**src/rtl/irq_controller_pkg.sv**
```systemverilog
// -----------------------------------------------------------------------------
// irq_controller_pkg
// Shared definitions for the interrupt controller slice:
//   - source count and index width
//   - source index constants (timer, uart_rx, uart_tx, external)
//   - FSM state encoding
//   - irq_onehot(): index -> one-hot source mask helper
// -----------------------------------------------------------------------------
package irq_controller_pkg;

  localparam int IRQ_NUM_SRC = 4;
  localparam int IRQ_IDX_W   = 2;

  localparam logic [IRQ_IDX_W-1:0] IRQ_SRC_TIMER   = 2'd0;
  localparam logic [IRQ_IDX_W-1:0] IRQ_SRC_UART_RX = 2'd1;
  localparam logic [IRQ_IDX_W-1:0] IRQ_SRC_UART_TX = 2'd2;
  localparam logic [IRQ_IDX_W-1:0] IRQ_SRC_EXT     = 2'd3;

  typedef enum logic [1:0] {
    ST_IDLE    = 2'd0,
    ST_REQ     = 2'd1,
    ST_SERVICE = 2'd2
  } irq_state_e;

  // Decode a source index into a one-hot mask over the sources.
  function automatic logic [IRQ_NUM_SRC-1:0] irq_onehot(input logic [IRQ_IDX_W-1:0] idx);
    logic [IRQ_NUM_SRC-1:0] mask;
    case (idx)
      IRQ_SRC_TIMER:   mask = 4'b0001;
      IRQ_SRC_UART_RX: mask = 4'b0010;
      IRQ_SRC_UART_TX: mask = 4'b0100;
      IRQ_SRC_EXT:     mask = 4'b1000;
      default:         mask = 4'b0000;
    endcase
    return mask;
  endfunction

endpackage

```
**src/rtl/irq_controller_if.sv**
```systemverilog
// -----------------------------------------------------------------------------
// irq_controller_if
// Bundles the peripheral/pipeline side signals of the interrupt controller.
//   src_req[3:0]     peripheral requests (bit0 timer .. bit3 external)
//   irq_mask[3:0]    per-source enable
//   pc_high          PC[31] of decode instruction (1 = kernel, blocks irq)
//   irq_ack          pulse when the interrupt redirect is taken
//   irq_done         pulse when the handler returns to user mode
//   irq              request to control unit
//   irq_cause[1:0]   index of source requested / serviced
//   irq_pending[3:0] pending-source register
//   irq_active       handler in service
// Modports: slave = controller, master = pipeline / peripherals.
// -----------------------------------------------------------------------------
interface irq_controller_if;
  import irq_controller_pkg::*;

  logic [IRQ_NUM_SRC-1:0] src_req;
  logic [IRQ_NUM_SRC-1:0] irq_mask;
  logic                   pc_high;
  logic                   irq_ack;
  logic                   irq_done;
  logic                   irq;
  logic [IRQ_IDX_W-1:0]   irq_cause;
  logic [IRQ_NUM_SRC-1:0] irq_pending;
  logic                   irq_active;

  modport slave (
    input  src_req, irq_mask, pc_high, irq_ack, irq_done,
    output irq, irq_cause, irq_pending, irq_active
  );

  modport master (
    output src_req, irq_mask, pc_high, irq_ack, irq_done,
    input  irq, irq_cause, irq_pending, irq_active
  );

endinterface

```
**src/rtl/irq_controller_prio_enc.sv**
```systemverilog
// -----------------------------------------------------------------------------
// irq_prio_enc
// Fixed-priority encoder, bit0 highest priority.
//   req[3:0]  candidate sources
//   valid     any bit of req set
//   idx[1:0]  lowest set index (0 when none set)
// -----------------------------------------------------------------------------
module irq_prio_enc
  import irq_controller_pkg::*;
(
  input  logic [IRQ_NUM_SRC-1:0] req,
  output logic                   valid,
  output logic [IRQ_IDX_W-1:0]   idx
);

  // Lowest set bit wins.
  always_comb begin
    valid = 1'b1;
    idx   = IRQ_SRC_TIMER;
    casez (req)
      4'b???1: idx = IRQ_SRC_TIMER;
      4'b??10: idx = IRQ_SRC_UART_RX;
      4'b?100: idx = IRQ_SRC_UART_TX;
      4'b1000: idx = IRQ_SRC_EXT;
      default: begin
        valid = 1'b0;
        idx   = IRQ_SRC_TIMER;
      end
    endcase
  end

endmodule

```
**src/rtl/irq_controller.sv**
```systemverilog
// -----------------------------------------------------------------------------
// irq_controller
// Collects peripheral interrupt requests into a pending register, selects the
// highest-priority enabled source and runs a IDLE -> REQ -> SERVICE handshake
// with the pipeline. Nesting is not allowed: new sources only pend while a
// handler is in service.
// Ports:
//   clk    sole clock, rising edge
//   reset  asynchronous, active-high
//   bus    irq_controller_if.slave (requests, mask, pc_high, ack/done, outputs)
// Build option:
//   IRQ_EDGE_EN  defined   -> pending sets only on a 0->1 edge of src_req[i]
//                undefined -> level mode, pending sets whenever src_req[i] is 1
// -----------------------------------------------------------------------------
module irq_controller
  import irq_controller_pkg::*;
(
  input  logic            clk,
  input  logic            reset,
  irq_controller_if.slave bus
);

  irq_state_e             state_r;
  logic                   irq_r;
  logic                   irq_active_r;
  logic [IRQ_IDX_W-1:0]   cause_r;
  logic [IRQ_NUM_SRC-1:0] pending_r;

  logic [IRQ_NUM_SRC-1:0] set_s;
  logic [IRQ_NUM_SRC-1:0] clr_s;
  logic [IRQ_NUM_SRC-1:0] eligible_s;
  logic                   enc_valid_s;
  logic [IRQ_IDX_W-1:0]   enc_idx_s;

`ifdef IRQ_EDGE_EN
  logic [IRQ_NUM_SRC-1:0] src_prev_r;

  // Previous src_req sample for rising-edge detection.
  always_ff @(posedge clk or posedge reset) begin
    if (reset) begin
      src_prev_r <= 4'b0000;
    end else begin
      src_prev_r <= bus.src_req;
    end
  end

  assign set_s = bus.src_req & ~src_prev_r;
`else
  assign set_s = bus.src_req;
`endif

  // Acknowledge clears the bit of the cause being serviced; only valid in REQ.
  always_comb begin
    clr_s = 4'b0000;
    if ((state_r == ST_REQ) && bus.irq_ack) begin
      clr_s = irq_onehot(cause_r);
    end else begin
      clr_s = 4'b0000;
    end
  end

  // Pending register: a set in the same cycle as a clear wins.
  always_ff @(posedge clk or posedge reset) begin
    if (reset) begin
      pending_r <= 4'b0000;
    end else begin
      pending_r <= (pending_r & ~clr_s) | set_s;
    end
  end

  assign eligible_s = pending_r & bus.irq_mask;

  irq_prio_enc u_prio_enc (
    .req   (eligible_s),
    .valid (enc_valid_s),
    .idx   (enc_idx_s)
  );

  // Handshake FSM with registered irq / irq_active / irq_cause.
  always_ff @(posedge clk or posedge reset) begin
    if (reset) begin
      state_r      <= ST_IDLE;
      irq_r        <= 1'b0;
      irq_active_r <= 1'b0;
      cause_r      <= IRQ_SRC_TIMER;
    end else begin
      case (state_r)
        ST_IDLE: begin
          if (enc_valid_s && !bus.pc_high) begin
            state_r      <= ST_REQ;
            irq_r        <= 1'b1;
            irq_active_r <= 1'b0;
            cause_r      <= enc_idx_s;
          end else begin
            state_r      <= ST_IDLE;
            irq_r        <= 1'b0;
            irq_active_r <= 1'b0;
          end
        end
        ST_REQ: begin
          // Ack beats withdrawal; a mask change does not withdraw.
          if (bus.irq_ack) begin
            state_r      <= ST_SERVICE;
            irq_r        <= 1'b0;
            irq_active_r <= 1'b1;
          end else if (bus.pc_high) begin
            state_r      <= ST_IDLE;
            irq_r        <= 1'b0;
            irq_active_r <= 1'b0;
          end else begin
            state_r      <= ST_REQ;
            irq_r        <= 1'b1;
            irq_active_r <= 1'b0;
          end
        end
        ST_SERVICE: begin
          if (bus.irq_done) begin
            state_r      <= ST_IDLE;
            irq_r        <= 1'b0;
            irq_active_r <= 1'b0;
          end else begin
            state_r      <= ST_SERVICE;
            irq_r        <= 1'b0;
            irq_active_r <= 1'b1;
          end
        end
        default: begin
          state_r      <= ST_IDLE;
          irq_r        <= 1'b0;
          irq_active_r <= 1'b0;
          cause_r      <= IRQ_SRC_TIMER;
        end
      endcase
    end
  end

  assign bus.irq         = irq_r;
  assign bus.irq_active  = irq_active_r;
  assign bus.irq_cause   = cause_r;
  assign bus.irq_pending = pending_r;

endmodule

```
**src/flat_wrapper.sv**
```systemverilog
// flat-port wrapper written by rule: the top's interface ports become plain ports
module irq_controller_flat import irq_controller_pkg::*;
  (clk, reset, bus_src_req, bus_irq_mask, bus_pc_high, bus_irq_ack, bus_irq_done, bus_irq, bus_irq_cause, bus_irq_pending, bus_irq_active);
  irq_controller_if bus_i ();
  input  logic clk;
  input  logic reset;
  input wire logic [$bits(bus_i.src_req)-1:0] bus_src_req;
  input wire logic [$bits(bus_i.irq_mask)-1:0] bus_irq_mask;
  input wire logic [$bits(bus_i.pc_high)-1:0] bus_pc_high;
  input wire logic [$bits(bus_i.irq_ack)-1:0] bus_irq_ack;
  input wire logic [$bits(bus_i.irq_done)-1:0] bus_irq_done;
  output wire logic [$bits(bus_i.irq)-1:0] bus_irq;
  output wire logic [$bits(bus_i.irq_cause)-1:0] bus_irq_cause;
  output wire logic [$bits(bus_i.irq_pending)-1:0] bus_irq_pending;
  output wire logic [$bits(bus_i.irq_active)-1:0] bus_irq_active;
  assign bus_i.src_req = bus_src_req;
  assign bus_i.irq_mask = bus_irq_mask;
  assign bus_i.pc_high = bus_pc_high;
  assign bus_i.irq_ack = bus_irq_ack;
  assign bus_i.irq_done = bus_irq_done;
  assign bus_irq = bus_i.irq;
  assign bus_irq_cause = bus_i.irq_cause;
  assign bus_irq_pending = bus_i.irq_pending;
  assign bus_irq_active = bus_i.irq_active;
  irq_controller u_core (.clk(clk), .reset(reset), .bus(bus_i));
endmodule
```
**config.mk**
```make
export PLATFORM = sky130hd
export DESIGN_NAME = irq_controller_flat
export DESIGN_NICKNAME = d
export VERILOG_FILES = /design/src/rtl/irq_controller_pkg.sv /design/src/rtl/irq_controller_if.sv /design/src/rtl/irq_controller_prio_enc.sv /design/src/rtl/irq_controller.sv /design/src/flat_wrapper.sv
export SDC_FILE = /design/constraint.sdc
export NUM_CORES = 1
export LEC_CHECK = 0
export ABC_AREA = 1
export BUFFER_PORTS_ARGS = -buffer_cell sky130_fd_sc_hd__buf_4
export CORE_UTILIZATION = 40
export CTS_CLUSTER_DIAMETER = 150
export DETAILED_ROUTE_END_ITERATION = 10
export HOLD_SLACK_MARGIN = 0.08
export PLACE_DENSITY = 0.7
export SETUP_SLACK_MARGIN = 0.5
export SLEW_MARGIN = 20
export SYNTH_ARGS = -nofsm -noshare
export SYNTH_HDL_FRONTEND = slang
export SYNTH_SLANG_ARGS = --single-unit
export TNS_END_PERCENT = 30
```
**constraint.sdc**
```tcl
create_clock -name clk -period 1.3 [get_ports clk]
set_clock_uncertainty 0.15 [all_clocks]
set_input_delay 0.065 -clock clk [delete_from_list [all_inputs] [get_ports clk]]
set_output_delay 0.065 -clock clk [all_outputs]
set_load 0.03 [all_outputs]
```
# == Word level (Yosys, flattened, before mapping) ==
# Cells that the tools add are included.
# Widths: inputs -> output; s select.
# word_totals
regBits,10
latch_bits,0
ram_bits,0
romBits,0
input_bits,13
out_inout_bits,8
wordCells,45
mem_count,0
# op_classes
n_addsub,0
n_mul,0
n_div,0
order_cmp,0
n_eq_ne,9
shifts,0
muxes,18
n_bitwise,5
n_reduce_logical,8
# op_table
cell,count
$pmux 4 s4,1
$pmux 2 s3,2
$and 4x4->4,2
$eq 2x2->1 const B,4
$mux 1,8
$mux 2,3
$eq 2x1->1 const B,2
$eq 4x4->1 const B,1
$logic_not 2->1,2
$mux 4,1
$not 4->4,1
$or 4x4->4,1
$pmux 1 s2,2
$pmux 2 s2,1
$reduce_or 4->1,1
$eq 3x3->1 const B,1
$logic_and 1x1->1,2
$ne 2x1->1 const B,1
$reduce_and 2->1,1
$reduce_or 2->1,1
$logic_not 1->1,1
$not 1->1,1

# == Depth between registers and ports, before layout ==
# Gate-level depths: netlist of run 1.
# logic_depth
word_depth,7
mapped_depth,7
depth_no_buf,7

# == Hierarchy ==
# Synthesis of run 1 repeated with hierarchy kept, for this count alone.
# hier_totals
cells_unflattened,77
hier_area_um2,555.5
# modules_own_cells
module,n_inst,cells_per_inst,area_per_inst_um2,seq_area_each_um2
irq_controller,1,66,511.7,250.2
irq_prio_enc,1,11,43.8,0.0

# == Worst setup path before layout of run 1 ==
# No wires, ideal clock.
# synth_path
kind,flip-flop to flip-flop
from,reg u_core.state_r[1]
to,"reg u_core.pending_r[0], in the netlist u_core.bus.irq_pending[0]"
setup_time_ps,121
t_arrival_ps,1015
t_required_ps,1029
setup_slack_ps,14
path_stages_with_launch,7
path_buffers,0
synth_period_minus_slack_ps,1286
cell_sequence,dfrtp_1 -> inv_1 -> ha_1 -> nand2_1 -> or2_1 -> o21ai_1 -> nand2_1
# synth_between
elab_chain_len,6
# synth_rtl
item,line,rtl
"start, declared",irq_controller.sv:23,irq_state_e state_r;
"start signal, assigned",irq_controller.sv:82,state_r <= ST_IDLE;
"start signal, assigned",irq_controller.sv:90,state_r <= ST_REQ;
"start signal, assigned",irq_controller.sv:95,state_r <= ST_IDLE;
$eq 2x1->1,irq_controller.sv:55,if ((state_r == ST_REQ) && bus.irq_ack) begin
$logic_and 1x1->1,irq_controller.sv:55,
$mux 4,irq_controller.sv:55,
$not 4->4,irq_controller.sv:67,pending_r <= (pending_r & ~clr_s) | set_s;
$and 4x4->4,irq_controller.sv:67,
$or 4x4->4,irq_controller.sv:67,
"end signal, assigned",irq_controller.sv:67,
"end, declared",irq_controller.sv:27,logic [IRQ_NUM_SRC-1:0] pending_r;
# Every way passes these cells.
# A chain may end at the register's enable or synchronous reset.

# == Worst setup path after layout of run 1 ==
# layout_path
from,reg u_core.state_r[0]
to,"reg u_core.cause_r[0], in the netlist u_core.bus.irq_cause[0]"
# layout_between
elab_chain_len,4
elab_cells_between_ends,8
classes_between,eq/ne: 3; mux: 1; bitwise: 1; reduce/logical: 3
# layout_rtl
item,line,rtl
$eq 2x2->1 or $eq 2x1->1 (tied branches),irq_controller.sv:87,case (state_r)
$reduce_or 2->1 (no line),-,
$not 1->1 (no line),-,
$reduce_and 2->1 (no line),-,
"end signal, assigned",irq_controller.sv:93,cause_r <= enc_idx_s;
"end, declared",irq_controller.sv:26,logic [IRQ_IDX_W-1:0] cause_r;
# Several ways; a longest one is shown, not always the timed one.

==> results of run 1 <==
-- worst max-delay path, cell delays in order (launching register included) --
cell     delay [ns]
dfrtp_1        0.45
buf_6          0.15
inv_4          0.05
ha_4           0.14
nand2_1        0.08
a21oi_2        0.14
nand3_1        0.13
nand2_2        0.08
-- sequential cells by signal, indices dropped and copies added, names as in the netlist --
signal	count
u_core.bus.irq	1
u_core.bus.irq_cause	2
u_core.state_r	2
u_core.bus.irq_active	1
u_core.bus.irq_pending	4
-- how the worst max path moves through the flow --
stage | end | cells past startpoint | slack [ns]
6_report | u_core.bus.irq_cause[0] | 7 | -0.13
3_5_place_dp | u_core.bus.irq_pending[0] | 6 | -0.08
4_1_cts | u_core.bus.irq_pending[0] | 6 | -0.07
3_3_place_gp | u_core.bus.irq_pending[1] | 6 | -0.005
2_1_floorplan | u_core.bus.irq_pending[0] | 6 | 0.01
5_1_grt | u_core.bus.irq_cause[0] | 7 | -0.16
-- area by class of cell --
| class | instances | area [um2] | area share, % |
|---|---|---|---|
| Tap cell | 14 | 17.5 | 1.91 |
| Sequential cell | 10 | 253 | 27.5 |
| Clock buffer | 4 | 36.3 | 3.95 |
| Inverter | 12 | 50.0 | 5.45 |
| Multi-Input combinational cell | 44 | 315 | 34.3 |
| Timing Repair Buffer | 28 | 246 | 26.8 |
-- cell families after synthesis --
group	Yosys count
AOI/OAI and AO/OA	9
and+or+nand+nor	31
buffers and inverters	12
adders and majority gates	4
DFF	10
-- what timing repair did --
action | in CTS | in global routing
endpoints found under the setup margin | 18 | 18
buffers inserted | 2 | 1
pin swaps | 5 | 12
gates resized for setup | 16 | 19
endpoints found under the hold margin | 20 | 19
-- per-layer routing --
| metal | routed length (um) | track usage, % | up-vias | part of all wire [%] |
|---|---|---|---|---|
| li1 | - | - | 268 | - |
| met1 | 638 | 25.9 | 253 | 41 |
| met2 | 822 | 33.8 | 13 | 53 |
| met3 | 74 | 8.67 | 2 | 4.8 |
| met4 | 16 | 5.17 | 0 | 1.0 |
| met5 | 0 | 0 | - | 0 |
-- cells in the final DEF (no fill, tap or decap), types with 3 or more instances in the layout --
| cell | n |
|---|---|
| buf_4 | 18 |
| nand2_1 | 10 |
| inv_1 | 9 |
| nand2_2 | 9 |
| buf_6 | 9 |
| dfrtp_1 | 8 |
| nor2_1 | 4 |
| nand2_4 | 3 |
| a21oi_2 | 3 |
| o21ai_1 | 3 |
| clkbuf_4 | 3 |
-- stage by stage --
step / TNS, ns / util [%] / power [mW] / instance area [um2]
detailed placement: -0.145 / 62.7 / 1.19 / 734
finish: -0.395 / 78.4 / 1.95 / 918
CTS: -0.198 / 72.5 / 1.68 / 850
global placement: -0.0114 / 62.7 / 1.17 / 734
floorplan: 0 / - / 0.871 / 537
global route: -0.735 / 78.4 / 2.07 / 918
-- power by group through the flow --
| stage | Combinational (mW) | Clock [mW] | Sequential, mW |
|---|---|---|---|
| floorplan | 0.286 | 0 | 0.585 |
| global placement | 0.705 | 0 | 0.468 |
| detailed placement | 0.721 | 0 | 0.467 |
| CTS | 0.911 | 0.286 | 0.478 |
| global route | 1.27 | 0.302 | 0.505 |
| finish | 1.18 | 0.274 | 0.499 |
==> out/results.txt, run 1 <==
Initial DRT Pass Iterations: 3
Clk pwr share: 14.0%
RSZ-0062 raised after global routing: yes
Cell taking the most area after synthesis: dfrtp_1
Drt wl/cell: 13.9 um
Avg Vias per Cell: 4.79
Type of the most critical hold path: primary input to async pin
Top FF cell, synth: dfrtp_1
Num CTS Buffers: 3
Port Buf Inserts: 20
Site Rows: 12
DRT iter0 DRCs: 7
Crit share post-route: 110%
# DRC: 0
Post-route worst setup slack: -0.125 ns
Cell Area, Synth: 536 um2
Die area: 1490 um2
Int Pwr: 1.15 mW
Critical Path Source: u_core.state_r[0]
Placement Setup Slack: -0.0767 ns
# IOs: 21
Critical setup path kind: register to register
Simple-Gate Fraction of Synth Area: 26.4%
Sequential fraction of the synthesis area: 46.7%
Largest family of logic cells by synthesized area: simple AND/OR/NAND/NOR gates
Worst reg-to-reg path cell count: 7
Synth top area share: 46.7%
Final hold vios: 18
Final WL: 1.55 mm
Gate Count Post-Synth: 66
Rel. slew slack: 74.8%
Switching fraction of total power: 41.1%
Post-route ant nets: 0
# H-tree levels: 1
Yosys warnings: 0
Combinational group share of total power: 60.4%
Global Route Usage Sum: 21.0%
CTS clk-pin slew, worst paths: 0.06 ns
# fillers: 81
TritonCTS clock tree: yes
First-pass GRT wire length: 2.04 mm
Async S/R FF share, synth: 100%
Peak supply drop: 1540 uV
Area Growth Syn to Fin: 71.5%
Max frequency: 0.702 GHz
Non-Filler Instances: 112
R2R Path Start: u_core.state_r[0]
Netlist cell types: 14
Net Switching: 0.803 mW
Vias: 536
EDFF count, synth: 0
Post-Syn Nets: 83
Part of the power in registers: 25.6%
Multiplexer area fraction after synthesis: 0%
Clock buffer depth: 2
Die extent in x: 38.6 um
Lkg Pwr: 0.477 nW
Post-synthesis compound-gate area fraction: 9.11%
Critical path fanouts, max: 4
Hold Buf Count CTS: 1
Top cells by count, synth: nand2_1 (16), inv_1 (12), dfrtp_1 (10)
Clk Latency, worst-skew pair: 0.26 ns
Final RePlAce weighted congestion: 0.768
Post-Synth XOR/XNOR Area: 0%
Syn_area_per_cell: 8.11 um2
Total gr overflow: 0
Clock root buffer: clkbuf_4
Startpoint types: register
Vias in the first global route: 502
Largest cells by area after synthesis: dfrtp_1 (47%), nand2_1 (11%), ha_1 (9.3%)
Pwr dens: 2130 nW/um2
Ant. Diodes: 0
Status: finished, violations left
Critical Path RT: 1.35 ns
Reg-to-reg slack, setup: -0.13 ns
Crit. End Element: register
Finish-stage setup viols: 6
Largest net degree at the start of global routing: 11
Arrival time worst endpoint: 1.48 ns
DP HPWL: 925 um
RR Endpoint: u_core.bus.irq_cause[0]
Placed Instances: 104
Worst slew pin tran: 0.378 ns
Nets@finish: 116
Initial antenna violation count: 0
Yosys reg bits: 10
Failing checks: negative hold slack, negative setup slack
Hold_ws: -0.375 ns
Die height: 38.6 um
Most numerous cell in the Yosys netlist: nand2_1
Clock Sinks: 10
Core Box Area: 1170 um2
Max-Cap Viols: 0
Adder and majority gate portion of the synthesized area: 9.35%
Final min period: 1.43 ns
Layout cells sized above 1: 59.2%
Initial Util: 45.7%
Max-slew violations: 0
Note: power is estimated with default switching activity, not from simulation.
==> run 2: changes to the inputs <==
Settings changed: BUFFER_PORTS_ARGS -buffer_cell sky130_fd_sc_hd__buf_4 to -buffer_cell sky130_fd_sc_hd__buf_2.
==> run 2 against run 1 <==
Net effect:
- the run still ends with negative hold slack, negative setup slack left
- first-iteration DRC count increased by 86%
- utilization decreased by 0.96 points
- design area decreased by 1.2%
- via count increased by 4.3%
- critical path type unchanged
- critical endpoint is now u_core.bus.irq_pending[2]
- highest routed layer is now met3
==> out/results.txt, run 2 (synthesis gave the netlist of run 1 again) <==
Finish-stage setup viols: 6 (unchanged)
Num CTS Buffers: 3 (unchanged)
Worst slew pin tran: 0.238 ns (-0.140 ns)
Design area: 907 um2 (-1.2%)
Max frequency: 0.721 GHz (+2.8%)
# H-tree levels: 1 (unchanged)
Ant. Diodes: 0 (unchanged)
Type of the most critical hold path: primary input to register
Startpoint types: register
Area Growth Syn to Fin: 69.4%
Drt wl/cell: 14.4 um (+3.9%)
Clock buffer depth: 2 (unchanged)
Most used cell, CP: nand2_1
Status: finished, violations left
Lkg Pwr: 0.455 nW (-4.5%)
First-pass GRT wire length: 2.35 mm (+16%)
# DRC: 0 (unchanged)
Crit-path cells: inv_2 > ha_4 > nand2_2 > inv_1 > nand2_1 > o21ai_2 > nand2_1
Largest net degree at the start of global routing: 11 (unchanged)
Initial DRT Pass Iterations: 4 (+1)
Pwr dens: 2000 nW/um2 (-5.9%)
GR Layer Usage met3: 3.47% (-5.2 points)
Critical setup path kind: register to register
GR Util met1: 32.5% (+6.5 points)
Port Buf Inserts: 20 (unchanged)
Max-slew violations: 0 (unchanged)
Most frequent cells in the layout: nand2_1 (15), buf_2 (13), inv_1 (8), buf_6 (8), dfrtp_1 (8)
CP Buf/Inv Count: 2 (unchanged)
Die area: 1490 um2 (unchanged)
Critical Path RT: 1.30 ns (-0.05 ns)
Commonest non-fill, non-tap cell in the layout: nand2_1
Clock Sinks: 10 (unchanged)
CP top delay family: flip-flops
GR peak layer: met2
CTS clk-pin slew, worst paths: 0.07 ns (about the same)
Layout cells sized above 1: 52.0% (-7.2 points)
TritonCTS clock tree: yes
Final min period: 1.39 ns (-0.0389 ns)
Vias in the first global route: 537 (+7.0%)
Initial antenna violation count: 0 (unchanged)
Vias: 559 (+4.3%)
Post-route ant nets: 0 (unchanged)
Final hold vios: 3 (-15)
Global Route Usage Sum: 23.7% (+2.7 points)
Hold_ws: -0.0344 ns (+0.340 ns)
Site Rows: 12 (unchanged)
Nets@finish: 120 (+3.4%)
Largest register FFs: 4 (unchanged)
DRT iter0 DRCs: 13 (+6)
M2 GR Usage: 38.3% (+4.6 points)
DP HPWL: 926 um (+0.11%)
Total gr overflow: 0 (unchanged)
Core Box Area: 1170 um2 (unchanged)
Crit share post-route: 107% (-3.0 points)
Initial Util: 45.7% (unchanged)
Clk Latency, worst-skew pair: 0.26 ns (about the same)
Rel. slew slack: 84.1% (+9.3 points)
# IOs: 21 (unchanged)
Max incr delay on CP: 0.39 ns (-0.06 ns)
Crit. End Element: register
Placement Setup Slack: -0.0773 ns (-0.000609 ns)
Die extent in x: 38.6 um (unchanged)
Failing checks: negative hold slack, negative setup slack
Hold Buf Count CTS: 5 (+4)
Die height: 38.6 um (unchanged)
Slowest CP cell: dfrtp_1
Clock root buffer: clkbuf_4
Final RePlAce weighted congestion: 0.812 (+5.7%)
Avg Vias per Cell: 4.82 (+0.69%)
Max-Cap Viols: 0 (unchanged)
Critical path fanouts, max: 2 (-2)
# fillers: 74 (-8.6%)
Final WL: 1.67 mm (+7.6%)
Final core occ: 77.5% (-0.96 points)
Arrival time worst endpoint: 1.39 ns (-0.09 ns)
Post-route worst setup slack: -0.0866 ns (+0.0389 ns)
Placed Area: 684 um2 (-6.8%)
RSZ-0062 raised after global routing: yes
Peak supply drop: 1280 uV (-17%)
run 2: changes by cell type in the layout (fill, tap and decap cells not counted), moves of 2 or more:
cell           delta
nor2_1            -2
nand2_1           +5
nand2_4           -3
buf_4            -12
dlygate4sd3_1     +4
buf_2            +13
nand2_2           -2
run 2: tightest hold or removal path, cell delays in order:
cell and delay [ns]:
buf_2 0.11, nor2_2 0.05, nand2_2 0.06, a21oi_2 0.05
run 2: area by class of cell:
type                       count  area (um2)  area share, %
clock buffer                   4        26.3           2.90
inverter                      12        51.3           5.66
multi-input combinational     44         309           34.1
sequential                    10         253           27.9
tap                           14        17.5           1.93
timing repair buffer          32         250           27.6
run 2: path summary, 6_finish.rpt:
kind | startpoint | to | slack, ns | cells after the start
worst max-delay path | u_core.state_r[1] | u_core.bus.irq_pending[2] | -0.09 | 7
worst min-delay path | bus_pc_high | u_core.state_r[0] | -0.03 | 4
worst max register to register | u_core.state_r[1] | u_core.bus.irq_pending[2] | -0.09 | 7
worst min register to register | u_core.bus.irq_pending[0] | u_core.bus.irq_pending[0] | 0.40 | 2
max in group asynchronous | reset | u_core.state_r[0] | 0.67 | 3
min in group asynchronous | reset | u_core.bus.irq_cause[0] | 0.12 | 3
run 2: report_power, final:
| part | internal (mW) | switching, mW |
|---|---|---|
| Sequential | 0.403 | 0.0925 |
| Clock | 0.118 | 0.106 |
| Combinational | 0.514 | 0.579 |
| Total | 1.04 | 0.778 |
run 2: timing repair:
action | 4_1_cts | 5_1_grt
endpoints found under the setup margin | 18 | 28
resized for setup | 25 | 11
endpoints found under the hold margin | 20 | 6
pin swaps | 4 | 11
buffers inserted | 2 | 1
run 2: stage by stage:
stage | TNS [ns] | cells | power, mW
final | -0.279 | 116 | 1.81
after global routing | -0.404 | 116 | 1.90
after CTS | -0.0791 | 115 | 1.64
after detailed placement | -0.289 | 104 | 1.14
after global placement | -0.0127 | 104 | 1.12
after floorplan | 0 | 66 | 0.871
run 2: per-layer routing:
layer  vias up  wire [um]
met5         -          0
met4         0          0
met3         0         81
met2        28        814
met1       257        774
li1        274          -
